[src/rtl/f_pulse_counter.sv]
// Counts rising edges of the decode flag over fixed windows of WINDOW cycles and
// presents each window count on a valid/ready port with saturation and drop flags.
module f_pulse_counter #(
  parameter int CNT_W  = 8,
  parameter int WINDOW = 16
) (
  input  logic             clk,
  input  logic             rst_n,
  input  logic             f_i,
  input  logic             en_i,
  input  logic             cnt_ready_i,
  output logic [CNT_W-1:0] cnt_data_o,
  output logic             cnt_valid_o,
  output logic             sat_o,
  output logic             dropped_o,
  output logic             busy_o
);

  localparam int WIN_W = $clog2(WINDOW);
  localparam logic [WIN_W-1:0] WIN_LAST = WIN_W'(WINDOW - 1);
  localparam logic [CNT_W-1:0] CNT_MAX  = '1;

  typedef enum logic {IDLE, RUN} state_t;

  state_t           state_q;
  logic             f_q;
  logic [WIN_W-1:0] win_q;
  logic [CNT_W-1:0] acc_q;
  logic             wsat_q;
  logic [CNT_W-1:0] cnt_data_q;
  logic             cnt_valid_q;
  logic             sat_q;
  logic             dropped_q;

  logic             rise_w;
  logic             acc_full_w;
  logic [CNT_W-1:0] acc_d;
  logic             wsat_d;
  logic             win_end_w;
  logic             xfer_w;
  logic             load_w;
  logic             drop_w;

  // acc_d / wsat_d already include this cycle's edge, so at window end they
  // are the final saturated count and the window's saturation bit.
  always_comb begin
    rise_w     = f_i & ~f_q;
    acc_full_w = (acc_q == CNT_MAX);
    acc_d      = (rise_w && !acc_full_w) ? acc_q + 1'b1 : acc_q;
    wsat_d     = wsat_q | (rise_w & acc_full_w);
    win_end_w  = (state_q == RUN) && en_i && (win_q == WIN_LAST);
    xfer_w     = cnt_valid_q & cnt_ready_i;
    load_w     = win_end_w & (~cnt_valid_q | cnt_ready_i);
    drop_w     = win_end_w & cnt_valid_q & ~cnt_ready_i;
  end

  always_ff @(posedge clk or negedge rst_n) begin
    if (!rst_n) begin
      state_q     <= IDLE;
      f_q         <= 1'b0;
      win_q       <= '0;
      acc_q       <= '0;
      wsat_q      <= 1'b0;
      cnt_data_q  <= '0;
      cnt_valid_q <= 1'b0;
      sat_q       <= 1'b0;
      dropped_q   <= 1'b0;
    end else begin
      f_q <= f_i;

      case (state_q)
        IDLE: begin
          if (en_i) begin
            state_q <= RUN;
            win_q   <= '0;
            acc_q   <= '0;
            wsat_q  <= 1'b0;
          end
        end
        RUN: begin
          // Leaving RUN throws the partial window away, even at its last cycle.
          if (!en_i) begin
            state_q <= IDLE;
            win_q   <= '0;
            acc_q   <= '0;
            wsat_q  <= 1'b0;
          end else if (win_end_w) begin
            win_q   <= '0;
            acc_q   <= '0;
            wsat_q  <= 1'b0;
          end else begin
            win_q   <= win_q + 1'b1;
            acc_q   <= acc_d;
            wsat_q  <= wsat_d;
          end
        end
        default: state_q <= IDLE;
      endcase

      if (load_w) begin
        cnt_data_q  <= acc_d;
        sat_q       <= wsat_d;
        cnt_valid_q <= 1'b1;
      end else if (xfer_w) begin
        cnt_valid_q <= 1'b0;
      end

      // A transfer that coincides with a new load leaves the drop flag alone.
      if (drop_w) begin
        dropped_q <= 1'b1;
      end else if (xfer_w && !load_w) begin
        dropped_q <= 1'b0;
      end
    end
  end

  assign cnt_data_o  = cnt_data_q;
  assign cnt_valid_o = cnt_valid_q;
  assign sat_o       = sat_q;
  assign dropped_o   = dropped_q;
  assign busy_o      = (state_q == RUN);

endmodule

[config.mk]
export PLATFORM = sky130hd
export DESIGN_NAME = f_pulse_counter
export DESIGN_NICKNAME = d
export VERILOG_FILES = /design/src/rtl/f_pulse_counter.sv
export SDC_FILE = /design/constraint.sdc
export NUM_CORES = 1
export LEC_CHECK = 0
export ABC_CLOCK_PERIOD_IN_PS = 1900
export CORE_MARGIN = 2
export CORE_UTILIZATION = 48
export CTS_CLUSTER_SIZE = 25
export DETAILED_ROUTE_END_ITERATION = 12
export MAX_ROUTING_LAYER = met4
export PLACE_DENSITY = 0.74
export SYNTH_ARGS = -nofsm -noshare
export SYNTH_HDL_FRONTEND = slang
export SYNTH_SLANG_ARGS = --single-unit
[constraint.sdc]
create_clock -name clk -period 1.9 [get_ports clk]
set_input_delay 0.38 -clock clk [delete_from_list [all_inputs] [get_ports clk]]
set_output_delay 0.38 -clock clk [all_outputs]
set_load 0.01 [all_outputs]
==> qor.yml, run 1 <==
clock-skew-final_ns: 0.00424
antenna_found_initial: 0
slowest_delay_ns: 0.44
cp_max_fo: 5
p_leak_nw: 0.692
cts_buffers: 3
cp_data_arrival_time_ns: 2.05
synth_nets: 134
p_per_area_mw_per_mm2: 636
wl_um: 2720
dpl_worst_slack_ns: -0.0329
wire_per_inst_um: 14.7
first_iter_violations: 38
clock_sinks: 26
fmax_mhz: 563
final_area_sq_mm: 0.00162
peakVddDrop_uv: 493
drive_above_1_share_pct: 14.2
core-area_sq_mm: 0.00250
synthToLayoutAreaGrowth_pct: 26.0
cp-end-kind: "flip-flop"
clock-root-buffer: "clkbuf_4"
fin_nets: 163
cp_cell_sequence: "ha_2, and3_4, a2111o_1, or3_1, o21ai_1"
start_util_pct: 51.4
avgSynthCellArea_sq_um: 10.1
synth_sequential_area_ratio_pct: 50.7
grt_first_pass_wirelength_um: 4750
timing.final.setup_violations: 0
grt_pass1_vias: 1054
n_antenna_cell: 0
tightest_slew_ns: 0.496
h-tree-depth: 1
cp-startpoint: "acc_q[1]"
path_class: "flip-flop to flip-flop"
ios: 17
hold_buffers: 0
synth_cells: 127
cts_setup_buffers: 0
period_share_pct: 93.6
drv_cap: 0
cts.clk_slew.worst_paths_ns: 0.14
ys_types: 40
seqCellArea_sq_um: 651
cts_resized: 0
hpwlAfterDp_um: 1930
endpoint: "acc_q[5]"
hold_path_class: "primary input to async pin"
cp.required_ns: 2.17
overflow: 0
clock_latency_ns: 0.33
hold_violations: 0
nFillCells: 212
vias: 1083
setup_slack_ns: 0.122
r2r-end: "acc_q[5]"
place_congestion: 0.807
slowest_stage: "dfrtp_1"
reg2reg_slack_ns: 0.12
synth_edf_count: 0
antenna_left: 0
via_per_inst: 5.85
period_minus_slack_ns: 1.78
die_h_um: 55.7
rsz0062_at_grt: "no"
yosysWarnings: 0
die_w_um: 55.7
multi_input_area_sq_um: 607
power.total_mw: 1.03
async_flop_share_pct: 100
worst_r2r_path_depth: 5
maxSlewViolCount: 0
track_usage_pct: 19.6
worstReg2RegStart: "acc_q[1]"
dieArea_sq_mm: 0.00310
drc_errors: 0
placed_area_sq_mm: 0.00156
cts.path.max_buffers: 2
status: "finished, final reports clean"
cts_tree: "built"
firstDrtPassIters: 4
synth.ff_latch_count: 26
grt_max_degree: 27
critPathLaunchType: "flip-flop"
synth.cell_area_sq_mm: 0.00128
numPortBuffers: 16
rows: 18
synth_ff_type: "dfrtp_1"
max_slew_margin_pct: 66.8
cell usage after synthesis, drive strengths merged (2+ instances only):
| library cell | number | share of area (%) |
|---|---|---|
| a21oi | 12 | 4.7 |
| a31oi | 4 | 1.9 |
| and3 | 3 | 1.9 |
| buf | 2 | 0.78 |
| dfrtp | 26 | 51 |
| ha | 2 | 1.9 |
| inv | 4 | 1.2 |
| mux2 | 2 | 1.8 |
| nand2 | 9 | 2.6 |
| nand2b | 4 | 1.9 |
| nand3 | 5 | 1.9 |
| nor2 | 9 | 2.6 |
| o211ai | 2 | 1.2 |
| o21a | 2 | 1.2 |
| o21ai | 11 | 4.3 |
| or3 | 4 | 1.9 |
| xnor2 | 6 | 4.1 |
flip-flops by register name, indices dropped and copies added, names as in the netlist:
name         flops
sat_o            1
busy_o           1
acc_q            8
wsat_q           1
cnt_data_o       8
dropped_o        1
f_q              1
win_q            4
cnt_valid_o      1
report_power, final:
group          switching (mW)  total (mW)  internal [mW]
Combinational          0.0428      0.0771         0.0344
Clock                   0.170       0.384          0.214
Sequential            0.00711       0.568          0.561
cells by family (layout without fill, tap and decap cells):
group	after synthesis	after routing	share of synthesized area, %
mux	3	3	2.53
flops	26	26	50.7
buf+inv	7	35	2.24
fa+ha+maj	2	2	1.95
xor+xnor	6	6	4.09
simple gates	45	45	20.2
compound gates	38	38	18.3
cells in the final DEF (no fill, tap or decap), types with 2 or more instances in the layout:
master           netlist  layout
clkdlybuf4s50_1        0      16
nor2_1                 9       9
clkbuf_4               0       3
and3_1                 2       2
nand2b_1               4       4
or3_1                  4       4
buf_4                  0      10
dfrtp_1               26      26
inv_1                  4       4
a21oi_1               12      12
o21ai_1                2       2
a31oi_1                4       4
nand2_1                9       9
o21ai_0                9       9
nand3_1                5       5
o211ai_1               2       2
o21a_1                 2       2
xnor2_1                6       6
layer usage:
layer | global-route usage [%] | wire [um] | vias to the layer above
met5 | - | 0 | -
met4 | 8.71 | 61 | 0
met3 | 3.02 | 130 | 9
met2 | 29.9 | 1340 | 36
met1 | 25.8 | 1190 | 521
li1 | - | - | 517
layout make-up:
cell class	instances	share of cell area, %
inverter	4	0.928
timing repair buffer	27	15.8
clock buffer	3	1.39
clock inverter	1	1.86
tap	30	2.32
sequential	26	40.2
multi-input combinational	94	37.5
worst max-delay path, delay by kind of cell, from the launching register on:
family	cells	cell delay [ns]
flops	1	0.44
fa+ha+maj	1	0.21
simple gates	2	0.54
compound gates	2	0.51
worst min-delay path by stage:
stage	end	cells past startpoint	slack, ns
after floorplan	acc_q[0]	0	0.08
after detailed placement	cnt_data_o[2]	1	0.48
after global placement	sat_o	1	0.47
after global routing	cnt_data_o[3]	2	0.42
final	cnt_data_o[3]	2	0.39
after CTS	cnt_data_o[3]	2	0.40
through the flow:
step / setup TNS (ns) / utilization, % / hold WS, ns / cells
3_3_place_gp: 0 / 62.5 / 0.472 / 181
3_5_place_dp: -0.173 / 62.5 / 0.479 / 181
4_1_cts: 0 / 64.6 / 0.402 / 185
5_1_grt: 0 / 64.7 / 0.416 / 185
2_1_floorplan: 0 / - / 0.0844 / 127
6_report: 0 / 64.7 / 0.390 / 185
No activity file was read; power rests on OpenSTA's default activity.
==> run 2: changes to the inputs <==
PLACE_DENSITY = 0.75   (was 0.74)
==> run 2 against run 1 <==
Flip-flop and latch count did not move. Count of clock-buffer cells in the layout stayed put. Non-clock buffer count increased by 1. Clock power is 41% lower. Final cell count unchanged. Combinational power decreased by 0.6%. Register-to-register slack worse by 0.02 ns. Critical path depth is the same. Critical path type unchanged.
==> qor.yml, run 2 (synthesized netlist as in run 1, its figures left out) <==
status: "finished, final reports clean"
nFillCells: 221  # +4.2%
worstReg2RegStart: "acc_q[1]"
via_per_inst: 5.81  # -0.74%
path_depth: 5  # unchanged
antenna_found_initial: 0  # unchanged
dp.cells: 181  # unchanged
cts.path.max_buffers: 2  # unchanged
cts_buffers: 3  # unchanged
hold_violations: 0  # unchanged
p_leak_nw: 0.686  # -0.83%
cp_max_fo: 5  # unchanged
timing.final.setup_violations: 0  # unchanged
dieArea_sq_mm: 0.00310  # unchanged
p_per_area_mw_per_mm2: 546  # -14%
ios: 17  # unchanged
cts_resized: 0  # unchanged
drv_cap: 0  # unchanged
synthToLayoutAreaGrowth_pct: 24.1
switching_share_pct: 23.0  # +1.6 points
pwr-share-comb_pct: 8.8  # +1.3 points
antenna_left: 0  # unchanged
first_iter_violations: 24  # -37%
mostFrequentLayoutCell: "dfrtp_1"
die_h_um: 55.7  # unchanged
p_sw_mw: 0.200  # -9.3%
multi_input_area_sq_um: 604  # -0.41%
reg2reg_slack_ns: 0.10  # -0.02 ns
cp_cell_sequence: "ha_1, and3_4, a2111o_1, or3_1, o21ai_1"
n_antenna_cell: 0  # unchanged
hold_path_class: "primary input to async pin"
die_w_um: 55.7  # unchanged
grt_pass1_vias: 1027  # -2.6%
cts_setup_buffers: 0  # unchanged
r2r-end: "acc_q[5]"
hold_buffers: 0  # unchanged
seqCellArea_sq_um: 651  # unchanged
final_cell_mix: "dfrtp_1, clkdlybuf4s50_1, a21oi_1"
rows: 18  # unchanged
drive_above_1_share_pct: 13.5  # -0.65 points
cp.required_ns: 2.15  # -0.02 ns
cp_top_family: "simple AND/OR/NAND/NOR gates"
cts_tree: "built"
drc_errors: 0  # unchanged
period_share_pct: 94.7  # +1.1 points
worst_r2r_path_depth: 5  # unchanged
fmax_mhz: 556  # -1.2%
slowest_delay_ns: 0.44  # about the same
overflow: 0  # unchanged
clock_sinks: 26  # unchanged
pwr-share-seq_pct: 65.3  # +10 points
h-tree-depth: 1  # unchanged
track_usage_pct: 20.2  # +0.64 points
fin_nets: 164  # +0.61%
place_congestion: 0.841  # +4.2%
fin_cells: 185  # unchanged
rsz0062_at_grt: "no"
clock-root-buffer: "clkbuf_4"
clock-skew-final_ns: 0.00168  # -0.00256 ns
max_slew_margin_pct: 70.1  # +3.2 points
core-area_sq_mm: 0.00250  # unchanged
cp_data_arrival_time_ns: 2.05  # about the same
grt_first_pass_wirelength_um: 4860  # +2.2%
power.internal_mw: 0.669  # -17%
vias: 1075  # -0.74%
pwr-share-clk_pct: 25.9  # -11 points
slowest_stage: "a2111o_1"
cp-end-kind: "flip-flop"
grt_max_degree: 27  # unchanged
numPortBuffers: 16  # unchanged
clock_latency_ns: 0.31  # -0.02 ns
firstDrtPassIters: 4  # unchanged
crit_buf_inv: 0  # unchanged
critPathLaunchType: "flip-flop"
maxSlewViolCount: 0  # unchanged
cts.clk_slew.worst_paths_ns: 0.13  # about the same
path_class: "flip-flop to flip-flop"
hpwlAfterDp_um: 2050  # +6.0%
peakVddDrop_uv: 452  # -8.3%
tightest_slew_ns: 0.447  # -0.0486 ns
wl_um: 2690  # -0.99%
holdWs_ns: 0.413  # +0.0228 ns
start_util_pct: 51.4  # unchanged
period_minus_slack_ns: 1.80  # +0.0211 ns
wire_per_inst_um: 14.6  # -0.99%
-- run 2: power by group through the flow --
stage / sequential (mW) / clock, mW / combinational (mW)
2_1_floorplan: 0.577 / 0 / 0.0307
3_3_place_gp: 0.577 / 0 / 0.0739
3_5_place_dp: 0.577 / 0 / 0.0768
4_1_cts: 0.567 / 0.232 / 0.0771
5_1_grt: 0.569 / 0.259 / 0.0865
6_report: 0.567 / 0.225 / 0.0766
-- run 2: per-stage QoR --
stage | setup slack, ns | util, % | instance area, sq um | setup TNS [ns] | total power [mW]
3_3_place_gp | -0.0125 | 62.5 | 1560 | -0.0125 | 0.651
6_report | 0.101 | 63.7 | 1590 | 0 | 0.869
2_1_floorplan | 0.137 | - | 1280 | 0 | 0.608
4_1_cts | 0.0811 | 63.4 | 1590 | 0 | 0.876
3_5_place_dp | -0.0722 | 62.5 | 1560 | -0.167 | 0.654
5_1_grt | 0.0119 | 63.7 | 1590 | 0 | 0.914
-- run 2: how the worst max path moves through the flow --
stage	slack, ns	end	startpoint
2_1_floorplan	0.14	acc_q[5]	acc_q[0]
3_3_place_gp	-0.01	cnt_data_o[5]	f_i
3_5_place_dp	-0.07	cnt_data_o[5]	f_i
4_1_cts	0.08	cnt_data_o[5]	acc_q[1]
5_1_grt	0.01	cnt_data_o[5]	acc_q[1]
6_report	0.10	acc_q[5]	acc_q[1]
-- run 2: layout make-up --
class / count / area share (%)
Timing Repair Buffer: 28 / 16.5
Multi-Input combinational cell: 94 / 37.9
Tap cell: 30 / 2.36
Sequential cell: 26 / 40.8
Inverter: 4 / 0.943
Clock buffer: 3 / 1.41
-- run 2: metal layers --
layer	share of wire [%]	GRT usage (%)
met1	48	29.6
met2	46	28.7
met3	3.3	2.79
met4	1.8	7.32
met5	0	-
==> patch 1 (flow settings as in run 2) <==
`CNT_W`: 8 -> 6.
--- a/src/rtl/f_pulse_counter.sv
+++ b/src/rtl/f_pulse_counter.sv
@@ -2,5 +2,5 @@
 // presents each window count on a valid/ready port with saturation and drop flags.
 module f_pulse_counter #(
-  parameter int CNT_W  = 8,
+  parameter int CNT_W  = 6,
   parameter int WINDOW = 16
 ) (
Interface: changed (resized cnt_data_o); port bits go from 17 to 15. The function was not compared with the original's and may differ.
==> patch 1 against run 2 <==
- total power decreased by 13%
- sequential power decreased by 15%
- sequential cell count decreased by 4
- die area decreased by 15%
- wire length decreased by 26%
- final area decreased by 18%
- sequential share of layout area increased by 1.4 points
- non-clock buffer count decreased by 10
- synthesized area decreased by 16%
- global-route usage decreased by 2.0 points
- maximum frequency increased by 6.8%
- setup slack improved by 0.12 ns
==> patch 1: results (changes against run 2) <==
[placed_design]
gp_congestion = 0.842  ; was 0.841
hpwl_um = 1490  ; was 2050 um
place_area_sq_um = 1280  ; was 1560 sq um
port_buffers = 14  ; was 16
pre_cts_ws_ns = 0.0419  ; was -0.0722 ns
dpl.cell_count = 150  ; was 181

[critical_path]
arrival_ns = 1.30  ; was 2.05 ns
r2r_slack_ns = 0.26  ; was 0.10 ns
slowest_delay_ns = 0.57  ; was 0.44 ns
cp_slowest_cell = clkdlybuf4s50_1  ; was a2111o_1

[finish]
layout.nets = 134  ; was 164
n_fill_cell = 209  ; was 221

[pwr]
p_sw_share_pct = 23.7  ; was 23.0%
p_leak_uw = 0.000571  ; was 0.000686 uW
ir_drop_v = 0.000410  ; was 0.000452 V

[route]
met2_length_um = 870  ; was 1250 um
firstDrtPassIters = 4  ; unchanged
routed_wl_um = 2000  ; was 2690 um
drtIter0Drc = 12  ; was 24
topRoutingLayerUsed = met4  ; unchanged
m1WireLength_um = 1040  ; was 1300 um
routed_via_density = 5.49  ; was 5.81

[status]
outcome = finished clean  ; unchanged

[synthesis]
synthTopCellsByCount = 22 x dfrtp_1, 13 x nand2_1, 12 x o21ai_0  ; was 26 x dfrtp_1, 12 x a21oi_1, 9 x nand2_1, 9 x nor2_1, 9 x o21ai_0
ys_top_cells_by_area = dfrtp_1 51%, o21ai_0 5.6%, nand2_1 4.5%  ; was dfrtp_1 51%, a21oi_1 4.7%, xnor2_1 4.1%
syn_inst = 105  ; was 127
synth_cell_types = 39  ; was 40
seq_area_frac_synth_pct = 50.9  ; was 50.7%

[global_route]
grt_pass1_wl_um = 3510  ; was 4860 um
met3_usage_pct = 2.92  ; was 2.79%
grt_use_met2_pct = 26.7  ; was 28.7%
first_global_vias = 788  ; was 1027
track_usage_pct = 18.2  ; was 20.2%
grt_max_degree = 23  ; was 27
grt_use_met1_pct = 25.0  ; was 29.6%

[timing]
whs_ns = 0.402  ; was 0.413 ns
fin_ws_ns = 0.216  ; was 0.101 ns
slew_headroom_pct = 72.8  ; was 70.1%
skew_ns = 0.00265  ; was 0.00168 ns

patch 1: cell count changes in the layout (fill, tap and decap cells not counted), moves of 4 or more:
cell,run 2,this run
a21oi_1,12,7
buf_4,11,4
dfrtp_1,26,22
nand2_1,9,13
nor2_1,9,5
patch 1: logic make-up after synthesis:
logic type	count (synthesis)	synth area share, %
simple gates	40	22.9
compound gates	33	19.0
flops	22	50.9
buf+inv	4	1.50
xor+xnor	3	2.43
fa+ha+maj	2	2.31
mux	1	0.926
patch 1: path summary, 6_finish.rpt:
kind,start,to,cells past startpoint
min in group clk,cnt_data_o[5]$_DFFE_PN0P_,cnt_data_o[5]$_DFFE_PN0P_,2
min reg2reg,cnt_data_o[5]$_DFFE_PN0P_,cnt_data_o[5]$_DFFE_PN0P_,2
max,busy_o$_DFF_PN0_,busy_o,1
max reg2reg,acc_q[0]$_DFFE_PN0P_,acc_q[4]$_DFFE_PN0P_,5
max in group asynchronous,rst_n,cnt_valid_o$_DFFE_PN0P_,2
min,rst_n,acc_q[1]$_DFFE_PN0P_,2
patch 1: metrics by stage:
| step | util [%] | total power [uW] |
|---|---|---|
| floorplan | - | 521 |
| global placement | 59.1 | 555 |
| detailed placement | 59.1 | 557 |
| CTS | 60.1 | 769 |
| global route | 60.1 | 791 |
| finish | 60.1 | 759 |
patch 1: cell type report:
cell class | instances | area share (%)
flip-flops and latches | 22 | 42.2
well taps | 28 | 2.69
clock buffers | 3 | 1.73
repair buffers | 18 | 13.1
inverters | 3 | 0.864
multi-input cells | 79 | 39.4
patch 1: power by group through the flow:
stage                     registers (uW)  logic (uW)  clock network [uW]
after floorplan                      491        30.6                   0
after global placement               491        63.7                   0
after detailed placement             492        64.8                   0
after CTS                            483        65.4                 221
after global routing                 485        72.8                 234
final                                483        64.5                 212
==> patch 2 (flow settings as in run 2) <==
Without the edit above. Put one more register stage on the output `cnt_data_o`, with the module's reset. The value now appears one clock later. The other outputs are not delayed to match.
--- a/src/rtl/f_pulse_counter.sv
+++ b/src/rtl/f_pulse_counter.sv
@@ -115,5 +115,11 @@
   end
 
-  assign cnt_data_o  = cnt_data_q;
+  always_ff @(posedge clk or negedge rst_n) begin
+    if (!rst_n) begin
+      cnt_data_o <= '0;
+    end else begin
+      cnt_data_o <= cnt_data_q;
+    end
+  end
   assign cnt_valid_o = cnt_valid_q;
   assign sat_o       = sat_q;
Behaviour: no difference found for any inputs over 10 cycles, from zero or initial values and one cycle with rst_n low; that may be too few to reach the edited logic, so the function may still have changed.
==> patch 2 against run 2 <==
- sequential share of layout area increased by 6.4 points
- synthesized area up 18%
- setup slack gained 0.12 ns
- cell count grew 14%
- first-iteration DRC count grew 75%
- final area grew 13%
- total power up 41%
- sequential cell count increased by 8
- combinational power is 9.7% lower
- wire length increased by 6.6%
- largest cell class unchanged
- largest power group unchanged
- highest routed layer unchanged
==> patch 2: results (changes against run 2) <==
[timing]
tightest_slew_ns = 0.843  ; was 0.447 ns

[finish]
drive_gt1_share_pct = 13.8  ; was 13.5%
n_fill_cell = 252  ; was 221
layout.nets = 173  ; was 164

[status]
outcome = finished clean  ; unchanged

[critical_path]
crit_start = busy_o$_DFF_PN0_  ; was acc_q[1]$_DFFE_PN0P_
cp_max_fo = 4  ; was 5
reg2reg_from = win_q[0]$_DFFE_PN0P_  ; was acc_q[1]$_DFFE_PN0P_
cp_slowest_cell = clkdlybuf4s50_1  ; was a2111o_1
slowest_delay_ns = 0.55  ; was 0.44 ns
r2r_slack_ns = 0.25  ; was 0.10 ns

[global_route]
grt_pass1_wl_um = 5040  ; was 4860 um
grt_max_degree = 35  ; was 27
track_usage_pct = 19.7  ; was 20.2%
first_global_vias = 1118  ; was 1027

[synthesis]
synth_fa_ha_area_share_pct = 1.65  ; was 1.95%
synthTopCellsByCount = 34 x dfrtp_1, 17 x nand2_1, 16 x o21ai_0  ; was 26 x dfrtp_1, 12 x a21oi_1, 9 x nand2_1, 9 x nor2_1, 9 x o21ai_0
synth-compound-area-share_pct = 15.6  ; was 18.3%
syn-num-nets = 150  ; was 134
ys_top_cells_by_area = dfrtp_1 56%, o21ai_0 5.3%, nand2_1 4.2%  ; was dfrtp_1 51%, a21oi_1 4.7%, xnor2_1 4.1%

[clock_network]
insertion_delay_ns = 0.34  ; was 0.31 ns
htreeDepth = 2  ; was 1
path_clk_slew_ns = 0.10  ; was 0.13 ns
cts_inserted_buffers = 5  ; was 3

[route]
routed_via_density = 5.39  ; was 5.81
routed_wl_um = 2870  ; was 2690 um
drtIter0Drc = 42  ; was 24

[hold_path]
hold_path_class = reg2reg  ; was in2async

[placed_design]
gp_congestion = 0.929  ; was 0.841

[pwr]
ir_drop_v = 0.000437  ; was 0.000452 V

-- patch 2: routing by layer --
| metal | part of all wire [%] | global-route usage [%] |
|---|---|---|
| met4 | 2.1 | 8.89 |
| met3 | 4.7 | 7.36 |
| met2 | 47 | 28.6 |
| met1 | 46 | 24.4 |
| met5 | 0 | - |
-- patch 2: through the flow --
step	hold WS [ns]	worst slack, ns	util (%)	power, uW	std cells
after global routing	0.396	0.123	59.5	1280	211
after detailed placement	0.364	0.0116	57.5	821	203
final	0.382	0.223	59.5	1220	211
after floorplan	0.0844	0.429	-	780	143
after CTS	0.386	0.205	59.5	1240	211
after global placement	0.361	0.0800	57.5	818	203
-- patch 2: cells by family (layout without fill, tap and decap cells) --
group / count (synthesis) / after routing
AOI/OAI and AO/OA: 38 / 38
xor gates and xnor gates: 2 / 2
adders and majority gates: 2 / 2
buffers and inverters: 9 / 33
DFF: 34 / 34
muxes: 3 / 3
and+or+nand+nor: 55 / 55
-- patch 2: layout make-up --
cell class,count,area share [%]
Inverter,3,0.625
Clock buffer,7,3.06
Sequential cell,34,47.2
Multi-Input combinational cell,100,34.4
Timing Repair Buffer,22,11.4
Tap cell,44,3.06
Clock inverter,1,0.278
-- patch 2: power breakdown --
part	switching (uW)	internal [uW]
clock network	239	179
logic	40.9	28.2
registers	7.20	730
total	287	938
-- patch 2: worst min-delay path by stage --
stage,start,cells past startpoint,slack [ns],endpoint
finish,cnt_data_q[7]$_DFFE_PN0P_,0,0.38,cnt_data_o[7]$_DFF_PN0_
global route,cnt_data_q[3]$_DFFE_PN0P_,0,0.40,cnt_data_o[3]$_DFF_PN0_
CTS,cnt_data_q[7]$_DFFE_PN0P_,0,0.39,cnt_data_o[7]$_DFF_PN0_
detailed placement,cnt_data_q[7]$_DFFE_PN0P_,0,0.36,cnt_data_o[7]$_DFF_PN0_
global placement,cnt_data_q[1]$_DFFE_PN0P_,0,0.36,cnt_data_o[1]$_DFF_PN0_
floorplan,rst_n,0,0.08,acc_q[0]$_DFFE_PN0P_
